<file path="config.mk">
export PLATFORM = sky130hd
export DESIGN_NAME = commit_unit
export DESIGN_NICKNAME = d
export VERILOG_FILES = /design/src/rtl/r2rv_pkg.sv /design/src/rtl/commit_select.sv /design/src/rtl/commit_unit.sv
export SDC_FILE = /design/constraint.sdc
export NUM_CORES = 1
export LEC_CHECK = 0
export ABC_CLOCK_PERIOD_IN_PS = 11300
export CORE_AREA = 2 2 381 383
export CTS_BUF_LIST = sky130_fd_sc_hd__clkbuf_2 sky130_fd_sc_hd__clkbuf_4 sky130_fd_sc_hd__clkbuf_8
export DETAILED_ROUTE_END_ITERATION = 12
export DIE_AREA = 0 0 383 385
export SETUP_SLACK_MARGIN = 0.02
export SYNTH_ARGS = -nofsm -noshare
export SYNTH_HDL_FRONTEND = slang
export SYNTH_HIERARCHICAL = 1
export SYNTH_SLANG_ARGS = --single-unit
</file>
<file path="constraint.sdc">
create_clock -name clk -period 11.3 [get_ports clk]
set_input_delay 2.26 -clock clk [delete_from_list [all_inputs] [get_ports clk]]
set_output_delay 2.26 -clock clk [all_outputs]
set_load 0.01 [all_outputs]
</file>
<file path="src/rtl/r2rv_pkg.sv">
// Shared instruction-buffer types: geometry, entry lifecycle states and the entry record.
// Imported by both the buffer and the commit unit so they agree on layout.
package r2rv_pkg;

  localparam int unsigned BUF_SIZE_LOG = 4;
  localparam int unsigned BUF_SIZE     = 2 ** BUF_SIZE_LOG;
  localparam int unsigned SPEC_TAG_W   = 6;
  localparam int unsigned TAG_W        = 6;

  // Pointers carry one extra wrap bit so a full buffer differs from an empty one.
  typedef logic [BUF_SIZE_LOG:0]   ptr_t;
  typedef logic [BUF_SIZE_LOG-1:0] idx_t;

  typedef enum logic [2:0] {
    S_NOT_USED       = 3'd0,
    S_NOT_EXECUTED   = 3'd1,
    S_EXECUTING      = 3'd2,
    S_ADDR_GENERATED = 3'd3,
    S_EXECUTED       = 3'd4
  } e_state_t;

  typedef struct packed {
    e_state_t              e_state;
    logic [SPEC_TAG_W-1:0] speculative_tag;
    logic [TAG_W-1:0]      tag;
    logic [4:0]            Dest;
    logic [31:0]           result;
  } entry_t;

  function automatic idx_t slot_index(input ptr_t head, input int unsigned k);
    return idx_t'(head[BUF_SIZE_LOG-1:0] + idx_t'(k));
  endfunction

endpackage

</file>
<file path="src/rtl/commit_select.sv">
// Combinational retirement selection: finds the oldest run of executed, non-speculative
// entries starting at head, capped at COMMIT_WIDTH and at the buffer occupancy.
module commit_select
  import r2rv_pkg::*;
#(
  parameter int unsigned COMMIT_WIDTH = 2
) (
  input  entry_t                  entries [BUF_SIZE],
  input  ptr_t                    head,
  input  ptr_t                    tail,
  input  logic                    stall,
  output logic [COMMIT_WIDTH-1:0] eligible,
  output idx_t                    slot_idx [COMMIT_WIDTH],
  output logic [2:0]              n
);

  ptr_t                  occupancy;
  logic [COMMIT_WIDTH:0] chain;

  assign occupancy = tail - head;

  // chain[k+1] means slots 0..k all retire; one blocked slot stops every younger slot.
  always_comb begin
    chain    = '0;
    chain[0] = ~stall;
    n        = '0;
    for (int k = 0; k < COMMIT_WIDTH; k++) begin
      slot_idx[k] = slot_index(head, unsigned'(k));
      chain[k+1]  = chain[k] && (ptr_t'(k) < occupancy)
                    && (entries[slot_idx[k]].e_state == S_EXECUTED)
                    && (entries[slot_idx[k]].speculative_tag == '0);
      if (chain[k+1]) begin
        n = n + 3'd1;
      end
    end
    eligible = chain[COMMIT_WIDTH:1];
  end

endmodule

</file>
<file path="src/rtl/commit_unit.sv">
// In-order retirement stage: registers up to COMMIT_WIDTH retirements per cycle,
// advances head, issues register-file writes and frees the retired buffer slots.
module commit_unit
  import r2rv_pkg::*;
#(
  parameter int unsigned COMMIT_WIDTH = 2
) (
  input  logic                         clk,
  input  logic                         reset_n,
  input  entry_t                       entries [BUF_SIZE],
  input  ptr_t                         tail,
  input  logic                         stall,
  output ptr_t                         head,
  output logic                         empty,
  output logic [COMMIT_WIDTH-1:0]      commit_valid,
  output logic [COMMIT_WIDTH-1:0]      rf_we,
  output logic [COMMIT_WIDTH-1:0][4:0] rf_waddr,
  output logic [COMMIT_WIDTH-1:0][31:0] rf_wdata,
  output logic [BUF_SIZE-1:0]          free_mask,
  output logic [31:0]                  retired_cnt,
  output logic                         order_err
);

  logic [COMMIT_WIDTH-1:0] eligible;
  idx_t                    slot_idx [COMMIT_WIDTH];
  logic [2:0]              n;

  ptr_t                          head_q, head_d;
  logic [COMMIT_WIDTH-1:0]       valid_q, valid_d;
  logic [COMMIT_WIDTH-1:0]       we_q, we_d;
  logic [COMMIT_WIDTH-1:0][4:0]  waddr_q, waddr_d;
  logic [COMMIT_WIDTH-1:0][31:0] wdata_q, wdata_d;
  logic [BUF_SIZE-1:0]           free_q, free_d;
  logic [31:0]                   cnt_q, cnt_d;
  logic                          err_q, err_d;

  commit_select #(
    .COMMIT_WIDTH(COMMIT_WIDTH)
  ) u_select (
    .entries (entries),
    .head    (head_q),
    .tail    (tail),
    .stall   (stall),
    .eligible(eligible),
    .slot_idx(slot_idx),
    .n       (n)
  );

  always_comb begin
    head_d  = head_q + ptr_t'(n);
    cnt_d   = cnt_q + 32'(n);
    valid_d = eligible;
    we_d    = '0;
    waddr_d = '0;
    wdata_d = '0;
    free_d  = '0;
    err_d   = err_q;
    for (int k = 0; k < COMMIT_WIDTH; k++) begin
      if (eligible[k]) begin
        // x0 writes are dropped but the entry still retires.
        we_d[k]              = entries[slot_idx[k]].Dest != 5'd0;
        waddr_d[k]           = entries[slot_idx[k]].Dest;
        wdata_d[k]           = entries[slot_idx[k]].result;
        free_d[slot_idx[k]]  = 1'b1;
        if (entries[slot_idx[k]].tag[BUF_SIZE_LOG-1:0] != slot_idx[k]) begin
          err_d = 1'b1;
        end
      end
    end
  end

  always_ff @(posedge clk) begin
    if (!reset_n) begin
      head_q  <= '0;
      valid_q <= '0;
      we_q    <= '0;
      waddr_q <= '0;
      wdata_q <= '0;
      free_q  <= '0;
      cnt_q   <= '0;
      err_q   <= 1'b0;
    end else begin
      head_q  <= head_d;
      valid_q <= valid_d;
      we_q    <= we_d;
      waddr_q <= waddr_d;
      wdata_q <= wdata_d;
      free_q  <= free_d;
      cnt_q   <= cnt_d;
      err_q   <= err_d;
    end
  end

  assign head         = head_q;
  assign empty        = (head_q == tail);
  assign commit_valid = valid_q;
  assign rf_we        = we_q;
  assign rf_waddr     = waddr_q;
  assign rf_wdata     = wdata_q;
  assign free_mask    = free_q;
  assign retired_cnt  = cnt_q;
  assign order_err    = err_q;

endmodule
</file>
== Yosys cells after proc, flatten, opt, wreduce, memory -nomap -nowiden ==
Cells that the tools add are included.

* Register bits: 132
* Output and inout port bits: 133

* $add $sub $neg: 5
* Order comparisons: 8
* Equal/unequal tests: 5
* Multiplexer cells: 18
* Bitwise logic cells: 4
* Reductions and logical operators: 14

{| class="wikitable"
|+ Operators by type and width
! kind !! number
|-
| 52-bit binary-select mux with 4-bit select || 2
|-
| 52-bit 2-to-1 mux || 4
|-
| 32-bit by 3-bit adder with 32-bit output || 1
|-
| 16-bit 2-to-1 mux || 2
|-
| 16-bit bitwise OR || 1
|-
| 6-bit logical NOT || 2
|-
| 5-bit >= comparator, second input constant || 2
|-
| 1-bit by 5-bit < comparator with 1-bit output, first input constant || 2
|-
| 4-bit by 5-bit < comparator with 1-bit output, second input constant || 2
|-
| 4-bit NOT with 5-bit output || 2
|-
| 5-bit nonzero test || 2
|-
| 1-bit demux with 4-bit select || 2
|-
| 4-bit by 1-bit >= comparator with 1-bit output, second input constant || 2
|-
| 1-bit logical AND || 8
|-
| 4-bit inequality test || 2
|-
| 1-bit 2-to-1 mux || 7
|-
| 3-bit == test, second input constant || 2
|-
| 5-bit by 3-bit adder with 5-bit output || 1
|-
| 5-bit == test || 1
|-
| 5-bit subtractor || 1
|-
| 4-bit by 1-bit adder with 4-bit output, second input constant || 1
|-
| 2-bit AND reduction || 2
|-
| 3-bit 2-to-1 mux || 1
|-
| 1-bit by 1-bit adder with 2-bit output, second input constant || 1
|-
| 1-bit NOT || 1
|}

== Depth between registers and ports, before layout ==
* Depth in word-level cells: 12
* Mapped depth: 17
* Depth with buffers taken out: 17

== Cells and area by module ==
The synthesis kept the hierarchy.

{| class="wikitable"
|+ By module, submodules not included
! module !! instances !! cells each !! area each (sq um)
|-
| commit_unit || 1 || 1011 || 14214.9
|-
| commit_select || 1 || 152 || 1126.1
|}

== Least setup slack after synthesis ==
Ideal clock, no wire load.

* Path type: input -> register
* From: in entries[205] (netlist bit)
* To: reg cnt_q[24], in the netlist retired_cnt[24]
* Library setup time: 0.115 ns
* Arrival: 5.614 ns
* Data required time: 11.185 ns
* Slack: 5.571 ns
* Cell stages on the path: 14
* Cell sequence: or3b_1 mux4_2 a211oi_2 a41oi_1 o22a_1 nor4_2 ha_1 ha_1 fa_1 a21o_1 and4_1 nand3_1 xnor2_1 and2_1

* Cells in the longest elaborated chain, start to end: 11

{| class="wikitable"
|+ Ends and longest elaborated chain
! element !! RTL line !! RTL
|-
| from (decl) || commit_unit.sv:10 || <nowiki>input entry_t entries [BUF_SIZE],</nowiki>
|-
| 52-bit binary-select mux with 4-bit select || commit_select.sv:30 || <nowiki>&& (entries[slot_idx[k]].e_state == S_EXECUTED)</nowiki>
|-
| 52-bit 2-to-1 mux (2 in series) || n/a ||
|-
| 3-bit == test || commit_select.sv:30 ||
|-
| 1-bit logical AND || commit_select.sv:30 ||
|-
| 1-bit logical AND || commit_select.sv:31 || <nowiki>&& (entries[slot_idx[k]].speculative_tag == '0);</nowiki>
|-
| 1-bit logical AND || commit_select.sv:29 || <nowiki>chain[k+1] = chain[k] && (ptr_t'(k) < occupancy)</nowiki>
|-
| 1-bit logical AND * || commit_select.sv:30 ||
|-
| 1-bit logical AND * || commit_select.sv:31 ||
|-
| named net eligible[1] || commit_unit.sv:24 || <nowiki>logic [COMMIT_WIDTH-1:0] eligible;</nowiki>
|-
| 3-bit 2-to-1 mux * || commit_select.sv:32 || <nowiki>if (chain[k+1]) begin</nowiki>
|-
| named net n[0] || commit_unit.sv:26 || <nowiki>logic [2:0] n;</nowiki>
|-
| 32-bit by 3-bit adder with 32-bit output * || commit_unit.sv:51 || <nowiki>cnt_d = cnt_q + 32'(n);</nowiki>
|-
| to (signal assigned) || commit_unit.sv:89 || <nowiki>cnt_q <= cnt_d;</nowiki>
|-
| to (decl) || commit_unit.sv:34 || <nowiki>logic [31:0] cnt_q, cnt_d;</nowiki>
|}

Mark *: on every way through the listed nets, which the timed path passes. The rest lies on a longest branch. The select of a mux whose other input is x is not followed.
A chain may end at the register's enable or synchronous reset.

== Final worst setup path ==
* From: in entries[44] (netlist bit)
* To: reg cnt_q[29], in the netlist retired_cnt[29]

* Cells in the longest elaborated chain, start to end: 10

{| class="wikitable"
|+ Ends and longest elaborated chain
! element !! RTL line
|-
| 52-bit binary-select mux with 4-bit select || commit_select.sv:31
|-
| 52-bit 2-to-1 mux (not written as such) (2 in series) || commit_select.sv:31
|-
| 6-bit logical NOT || commit_select.sv:31
|-
| 1-bit logical AND || commit_select.sv:31
|-
| 1-bit logical AND || commit_select.sv:29
|-
| 1-bit logical AND || commit_select.sv:30
|-
| 1-bit logical AND * || commit_select.sv:31
|-
| named net eligible[1] || commit_unit.sv:24
|-
| 3-bit 2-to-1 mux * || commit_select.sv:32
|-
| named net n[1] || commit_unit.sv:26
|-
| 32-bit by 3-bit adder with 32-bit output * || commit_unit.sv:51
|}

Marked as above.

==> impl_results.md <==
* DP HPWL at 96700 um
* # rows at around 140
* Finished Layout Cells at between 3000 and 4000
* Asr flop ratio synth at 0
* Final setup violation count at 0
* Largest cells by area after synthesis: mux4_2, dfxtp_1, and2_1
* Seq/Total Area, Yosys at 0.172
* Hold crit path type: flip-flop to flip-flop
* Synthesized flop and latch total at 132
* Most common cell in the synthesized netlist: mux4_2
* Input/output buffers at 940
* Cell Int Power at roughly 0.0013 W
* Antenna Violating Nets Remaining at 0
* Netlist cell types at 66
* Post-DP Area at roughly 27000 um^2
* Yosys warning count at 6
* Setup TNS at 0 ns
* Worst-path clk slew at approximately 0.08 ns
* First-pass GRT wire length at about 150000 um
* Largest net degree at the start of global routing at 69
* Switching Share at 0.366
* Critical Path RT at about 12 ns
* GRT met1 Usage at 0.191
* Combinational Power Share at 0.546
* Sequential share of power at 0.249
* Placer congestion estimate at around 0.93
* Final instance area at ~27000 um^2
* CTS Sinks at approximately 130
* Total CTS buffers at 17
* DIE WIDTH at between 300 and 400 um
* Fin. max-slew vios at 0
* CP max-delay cell: nor4_1
* Antenna violations before repair at 67
* WP data arrival at approximately 6.9 ns
* Clock tree buffer depth at 2
* Crit-path max FO at 9
* Critical path's top delay family: compound AO/OA/AOI/OAI gates
* CP peak stage delay at 0.72 ns
* Via density at between 4 and 5
* Final core occ at 0.190
* PD cells at roughly 73 nW/um^2
* Crit path buf inv count at 2
* Relative slew slack at 0.319
* GRT overflow at 0
* # IOs at 973
* Setup WS post-layout at roughly 4.8 ns
* Mapped Area at roughly 15000 um^2
* Met2 global-route usage at 0.216
* Number of synthesized flops with an enable pin at 0
* CP Capture Type: flip-flop
* DR iter-0 viols at approximately 1100
* Number of gates resized after CTS at 0
* Clock skew at between 0.03 and 0.04 ns
* Area leader, netlist: mux4_2
* Fmax at ~0.15 GHz
* CP Cell Sequence: clkdlybuf4s50_1 > nor4_1 > a21oi_1 > a211oi_2 > a41oi_1 > o22a_1 > nor4_2 > buf_4 > ha_1 > ha_1 > a21o_1 > a21o_1 > nand4_1 > o211ai_1 > o31ai_1
* Leak at 8.47 nW
* Initial core utilization at 0.107
* Worst-skew pair later-pin latency at ~0.63 ns
* Mapped Nets at a little over 2000
* Htree depth at 4
* Setup bufs post-CTS at 0
* Worst Tran Pin Value at around 1 ns
* Nets@finish at 2880
* Hold Vio Cnt, Final at 0
* Vias in the first global route at between 15000 and 20000
* Post-detailed-routing wire length at 114000 um
* Root buffer cell: clkbuf_8
* Top cells by count, synth: mux4_2, dfxtp_1, and2_1
* GRT Util Overall at 0.148
* Clock power frac at 0.205
* CP startpoint kind: input pin
* Full die area at between 100000 and 150000 um^2
* Critical path class: input pin to flip-flop
* GR peak layer: met2
* Drt first pass iters at 6
* Met3 Use GR at 0.0604
* Area Overhead vs Synth at 77.1%
* Final period util at 0.572
* Dpl ws at around 4.2 ns
* Chip Height at 385 um
* Synth Flop Type: dfxtp_1
* RSZ-0062 raised after global routing: no
* Syn avg cell area at ~13 um^2
* Total of max-cap violations at 0
* Routed via count at between 15000 and 20000
* Share of the synthesized area in the top cell type at 0.561
* Syn Inst Count at roughly 1200
* Switching Power at 0.000726 W
* Layout cell share with drive strength beyond 1 at 0.225
* # DRC at 0
* # hold bufs at CTS at 0
* Minimum clock period after layout at about 6.5 ns
* Dpl cells at 3909
* Core area at around 140000 um^2
* Maximum vdd ir drop at about 0.099 mV
* CTS tree: done
* Wire per inst at roughly 29 um
* Outcome: finished clean
-- power by group through the flow --
stage          clock network (W)  logic, W  registers [W]
2_1_floorplan                  0  0.000544       0.000492
3_3_place_gp                   0   0.00109       0.000506
3_5_place_dp                   0   0.00109       0.000506
4_1_cts                 0.000442   0.00109       0.000495
5_1_grt                 0.000447   0.00115       0.000497
6_report                0.000407   0.00109       0.000494
-- worst min-delay path: stages, from the launching register on --
cell and delay, ns:
dfxtp_1 0.33, o21ai_0 0.06, a21boi_0 0.07
-- through the flow --
stage | hold WS (ns) | total power (W)
floorplan | 0.516 | 0.00104
global placement | 0.495 | 0.00159
detailed placement | 0.510 | 0.00160
CTS | 0.522 | 0.00203
global route | 0.541 | 0.00209
finish | 0.516 | 0.00199
-- state kept, by name (all words and copies together) (netlist names) --
name	flops
head	5
retired_cnt	32
rf_wdata	64
commit_valid	2
rf_we	2
order_err	1
free_mask	16
rf_waddr	10
-- final timing paths --
kind | endpoint | from | slack (ns) | cells after the start
setup / recovery | retired_cnt[29] | entries[44] | 4.83 | 15
hold / removal | retired_cnt[17] | retired_cnt[17] | 0.52 | 2
setup reg to reg | retired_cnt[29] | head[1] | 5.50 | 16
hold reg to reg | retired_cnt[17] | retired_cnt[17] | 0.52 | 2
-- cell type report --
cell class | instances | area [um^2]
antenna | 29 | 72.6
clock buffer | 19 | 255
fill | 15600 | 116000
sequential | 132 | 2660
tap | 1903 | 2380
clock inverter | 12 | 83.8
timing repair buffer | 964 | 9580
inverter | 23 | 93.8
multi-input combinational | 887 | 12000
-- cell families after synthesis --
logic type               synth area share
AO/OA/AOI/OAI                      0.0515
XOR/XNOR                           0.0222
adder cells (fa/ha/maj)            0.0137
buffers and inverters              0.0449
flip-flops                          0.172
multiplexers                        0.569
other                            0.000244
AND/OR/NAND/NOR                     0.126
-- per-layer routing --
metal,up-vias,wire (um),share of wire
met4,34,4520,0.040
met5,-,242,0.0021
li1,6691,-,-
met1,8218,47700,0.42
met3,163,11700,0.10
met2,983,49400,0.43
-- layout by cell type (no fill, tap or decap), types with 9 or more instances in the layout --
cell and instances:
a21oi_1 9, a221oi_1 10, and2_1 113, and3_1 11, buf_4 24, clkbuf_8 18, clkdlybuf4s50_1 939, dfxtp_1 128
diode_2 29, ha_1 11, inv_1 20, mux2i_1 11, mux4_2 382, nand2_1 37, nand2b_1 9, nand3_1 21
nand4_1 19, nor2_1 34, nor2b_1 15, nor3b_1 12, nor4_1 17, o21ai_0 9, o22ai_1 20, or3b_1 9
xnor2_1 28
Note: power is estimated with default switching activity, not from simulation.
